## config.mk

```make
export PLATFORM = sky130hd
export DESIGN_NAME = rca_nibble_sequencer
export DESIGN_NICKNAME = d
export VERILOG_FILES = /design/src/rtl/rca_nibble_sequencer.sv
export SDC_FILE = /design/constraint.sdc
export NUM_CORES = 1
export LEC_CHECK = 0
export BUFFER_PORTS_ARGS = -buffer_cell sky130_fd_sc_hd__buf_2
export CAP_MARGIN = 10
export CORE_ASPECT_RATIO = 0.8
export CORE_MARGIN = 10
export CORE_UTILIZATION = 40
export CTS_CLUSTER_DIAMETER = 40
export DETAILED_ROUTE_END_ITERATION = 7
export PLACE_DENSITY_LB_ADDON = 0.08
export SLEW_MARGIN = 40
export SYNTH_ARGS = -nofsm -noshare
export SYNTH_HDL_FRONTEND = slang
export SYNTH_SLANG_ARGS = --single-unit
```

## constraint.sdc

```tcl
create_clock -name clk -period 8.75 [get_ports clk]
set_input_delay 1.3125 -clock clk [delete_from_list [all_inputs] [get_ports clk]]
set_output_delay 1.3125 -clock clk [all_outputs]
set_load 0.01 [all_outputs]
```

## src/rtl/rca_nibble_sequencer.sv

```systemverilog
// Wide add/subtract built from one shared 4-bit ripple-carry adder, stepped
// one nibble per cycle from least significant upward with a registered carry.

module ripple_carry_adder (
   input  logic [3:0] a,
   input  logic [3:0] b,
   input  logic       cin,
   output logic [3:0] sum,
   output logic       cout
);

   logic [4:0] carry;

   assign carry[0] = cin;

   for (genvar i = 0; i < 4; i++) begin : g_bit
      assign sum[i]     = a[i] ^ b[i] ^ carry[i];
      assign carry[i+1] = (a[i] & b[i]) | (carry[i] & (a[i] ^ b[i]));
   end

   assign cout = carry[4];

endmodule

module rca_nibble_sequencer #(
   parameter int NIBBLES = 4
) (
   input  logic                   clk,
   input  logic                   rst_n,
   input  logic                   start,
   input  logic                   sub,
   input  logic [4*NIBBLES-1:0]   a,
   input  logic [4*NIBBLES-1:0]   b,
   output logic                   ready,
   output logic                   busy,
   output logic                   done,
   output logic [4*NIBBLES-1:0]   result,
   output logic                   cout,
   output logic                   overflow
);

   localparam int IDX_W = $clog2(NIBBLES);

   localparam logic [1:0] S_IDLE = 2'd0;
   localparam logic [1:0] S_RUN  = 2'd1;
   localparam logic [1:0] S_DONE = 2'd2;

   localparam logic [IDX_W-1:0] IDX_LAST = IDX_W'(NIBBLES - 1);

   logic [1:0]                state_q, state_d;
   logic [NIBBLES-1:0][3:0]   a_r_q, a_r_d;
   logic [NIBBLES-1:0][3:0]   b_r_q, b_r_d;
   logic                      c_r_q, c_r_d;
   logic [IDX_W-1:0]          idx_q, idx_d;
   logic [NIBBLES-1:0][3:0]   acc_q, acc_d;
   logic [4*NIBBLES-1:0]      result_q, result_d;
   logic                      cout_q, cout_d;
   logic                      overflow_q, overflow_d;

   logic [3:0] a_nib;
   logic [3:0] b_nib;
   logic [3:0] sum_nib;
   logic       add_cout;
   logic       sign_a;
   logic       sign_b;

   assign a_nib  = a_r_q[idx_q];
   assign b_nib  = b_r_q[idx_q];
   assign sign_a = a_r_q[NIBBLES-1][3];
   // B is already inverted for subtract, so the add-style overflow rule covers both.
   assign sign_b = b_r_q[NIBBLES-1][3];

   ripple_carry_adder u_rca (
      .a    (a_nib),
      .b    (b_nib),
      .cin  (c_r_q),
      .sum  (sum_nib),
      .cout (add_cout)
   );

   always_comb begin
      // NOTE: every signal gets a default first so no path leaves it unassigned (no latches).
      state_d    = state_q;
      a_r_d      = a_r_q;
      b_r_d      = b_r_q;
      c_r_d      = c_r_q;
      idx_d      = idx_q;
      acc_d      = acc_q;
      result_d   = result_q;
      cout_d     = cout_q;
      overflow_d = overflow_q;

      case (state_q)
         S_IDLE: begin
            if (start) begin
               a_r_d   = a;
               b_r_d   = sub ? ~b : b;
               c_r_d   = sub;
               idx_d   = '0;
               state_d = S_RUN;
            end
         end
         S_RUN: begin
            acc_d[idx_q] = sum_nib;
            c_r_d        = add_cout;
            if (idx_q == IDX_LAST) begin
               result_d   = acc_d;
               cout_d     = add_cout;
               overflow_d = (sign_a == sign_b) && (sum_nib[3] != sign_a);
               state_d    = S_DONE;
            end else begin
               idx_d = idx_q + 1'b1;
            end
         end
         S_DONE: begin
            state_d = S_IDLE;
         end
         default: begin
            state_d = S_IDLE;
         end
      endcase
   end

   // NOTE: sequential state uses non-blocking assignments only; always_comb above uses blocking.
   always_ff @(posedge clk) begin
      if (!rst_n) begin
         state_q    <= S_IDLE;
         c_r_q      <= 1'b0;
         idx_q      <= '0;
         acc_q      <= '0;
         result_q   <= '0;
         cout_q     <= 1'b0;
         overflow_q <= 1'b0;
      end else begin
         state_q    <= state_d;
         c_r_q      <= c_r_d;
         idx_q      <= idx_d;
         acc_q      <= acc_d;
         result_q   <= result_d;
         cout_q     <= cout_d;
         overflow_q <= overflow_d;
      end
   end

   // NOTE: operand registers carry no reset; they are always loaded before being read.
   always_ff @(posedge clk) begin
      a_r_q <= a_r_d;
      b_r_q <= b_r_d;
   end

   assign ready    = (state_q == S_IDLE);
   assign busy     = (state_q == S_RUN);
   assign done     = (state_q == S_DONE);
   assign result   = result_q;
   assign cout     = cout_q;
   assign overflow = overflow_q;

endmodule

```

==> impl_metrics.ini <==
[run_status]
outcome = complete, no violations

[setup_path]
crit_type = reg2reg
end_kind = flop
critPathMaxFanout = 13
r2r_cells = 11
cp.arrival_ns = 3.93
r2r-end = overflow
timing.rr.start = idx_q[0]
reg2reg_setup_slack_ns = 5.11
crit_required_ns = 9.04
critPathLaunchType = flop

[global_route]
grt_max_degree = 25
grt_usage = 0.1214
grt_pass1_wl_um = 10580
grt_pass1_vias = 1940
grt_overflow = 0
antenna_found_initial = 0

[sta]
fmax_mhz = 274.5
setup_viol = 0
slew_headroom = 0.5354
clock_skew_ns = 0.006969
hold_ws_ns = 0.4626
tns_ns = 0
tightest_slew_ns = 0.6960
finalCritPeriodShare = 0.4163
hold_viol = 0
layout_min_cycle_time_ns = 3.643
rsz0062_at_grt = no
slew_violations = 0

[clocking]
cts_max_level = 3
numCtsBuffers = 9
clk_pin_slew_ns = 0.07
cts_hold_buf = 0
clock_sinks = 67
ctsResizeCount = 0
clockBufferDepth = 2
cts_setup_buffers = 0
cts_tree = built
root_buffer = clkbuf_8
clkLatencyLatePin_ns = 0.34

[min_path]
min_delay_path_depth = 1
hp-class = reg2reg
min-delay-start = result[10]
min_to = result[10]

[yosys]
yosysWarnings = 0
synth_enable_flop_cells = 32
synthCells = 222
syn_nets = 266
seq_area_frac_synth = 0.5658
synth.distinct_cells = 34
synth_seq_cells = 67
synth.avg_cell_area_um2 = 13.23
yosys_most_used_dff = dfxtp_1
syn_area_um2 = 2937
synth-async-reset-ratio = 0

[drt]
final_antenna_net_count = 0
dr.pass1.iters = 4
drt-initial-drc-count = 102
drc = 0
via_per_inst = 5.069
wl_um = 6482
drt-wirelength-per-cell_um = 17.96
route.vias.total = 1830

[placed_design]
place.gp.congestion = 0.7401
dp.cells = 345
io_buffers = 56
place_area_um2 = 3204
dp_hpwl_um = 4526

[job]
maxCapViolations = 0

[final_layout]
n_fill_cell = 659
fin_area_um2 = 3359
stdcell_count = 361
area_growth_pct = 14.40
num_antenna_cells = 0
fin_nets = 313
utilization = 0.4804
layout-drive-gt1-share = 0.3321

[floorplan]
die_area_um2 = 11190
io_pins = 57
chipWidth_um = 115.8
initial_core_util = 0.4199
dieHeight_um = 96.64
rows = 27
fp.coreArea_um2 = 6993

[power]
peakVddDrop_mv = 0.08778
p_leak_nw = 1.351
power.density_nw_per_um2 = 197.3
==> layout make-up <==
class,count,area [µm²],area share
multi-input cells,122,1101,0.3277
clock inverters,4,20.02,0.005959
inverters,12,45.04,0.01341
well taps,87,108.9,0.03240
clock buffers,12,135.1,0.04022
flip-flops and latches,67,1662,0.4946
repair buffers,57,287.8,0.08566
==> kinds of logic after synthesis <==
group	Yosys count	share of synthesized area
buf+inv	33	0.06178
compound gates	37	0.1065
simple gates	40	0.06817
xor+xnor	16	0.04772
fa+ha+maj	8	0.04431
flops	67	0.5658
mux	21	0.1057
==> worst max path at each step <==
stage / from / endpoint / cells past startpoint
floorplan: idx_q[0] / overflow / 13
global placement: idx_q[0] / overflow / 11
detailed placement: idx_q[0] / overflow / 11
CTS: idx_q[0] / overflow / 11
global route: idx_q[0] / overflow / 11
finish: idx_q[0] / overflow / 11
==> where the power goes <==
group	internal, mW	leakage [nW]	switching [mW]
clock	0.101	0.0839	0.112
sequential	0.346	0.588	0.00942
combinational	0.0394	0.678	0.0548
total	0.486	1.35	0.176
==> state kept, by name, indices dropped and copies added, names as in the netlist <==
name,cells
a_r_q,16
acc_q,12
b_r_q,16
c_r_q,1
cout,1
idx_q,2
overflow,1
result,16
state_q,2
==> metrics by stage <==
| stage | setup slack, ns | power, mW |
|---|---|---|
| 4_1_cts | 5.067 | 0.6733 |
| 3_5_place_dp | 5.080 | 0.4571 |
| 2_1_floorplan | 5.537 | 0.4286 |
| 3_3_place_gp | 5.151 | 0.4566 |
| 5_1_grt | 4.889 | 0.6978 |
| 6_report | 5.107 | 0.6627 |
==> synthesized netlist by cell type, types with 2 or more instances <==
cell type	number	area (µm²)
edfxtp_1	32	960.9
nor2_1	20	75.07
inv_1	10	37.54
a22o_1	9	78.83
mux2i_1	13	130.1
and3b_1	3	26.28
a211oi_2	6	75.07
a21oi_1	8	40.04
buf_1	2	7.510
nor2_2	2	12.51
nand2_1	4	15.01
o2bb2ai_1	9	78.83
mux4_2	8	180.2
a31oi_1	2	12.51
xor2_1	16	140.1
ha_1	4	50.05
buf_6	3	33.78
fa_1	4	80.08
buf_4	6	45.04
nand3_1	3	15.01
inv_2	2	7.510
buf_2	10	50.05
dfxtp_1	35	700.7
==> layout by cell type (no fill, tap or decap), types with 6 or more instances in the layout <==
cell | Yosys | layout
buf_2 | 10 | 56
dfxtp_1 | 35 | 35
edfxtp_1 | 32 | 32
nor2_1 | 20 | 20
xor2_1 | 16 | 16
mux2i_1 | 13 | 13
inv_1 | 10 | 10
a22o_1 | 9 | 9
o2bb2ai_1 | 9 | 9
clkbuf_8 | 0 | 9
mux4_2 | 8 | 8
a21oi_1 | 8 | 8
a211oi_2 | 6 | 6
==> routing by layer <==
metal,track usage,up-vias,part of all wire
li1,-,886,-
met1,0.1642,885,0.49
met2,0.1667,53,0.42
met3,0.05669,6,0.078
met4,0.03718,0,0.0097
met5,0,-,0
==> worst max-delay path, cell delays in order (launching register included) <==
cell     delay [ns]
dfxtp_1        0.77
mux4_2         0.61
fa_1           0.39
inv_1          0.07
fa_1           0.15
inv_1          0.05
fa_1           0.35
inv_1          0.08
fa_1           0.57
or3_1          0.37
nand2_1        0.07
a22o_1         0.11
(Power assumes the default switching activity.)
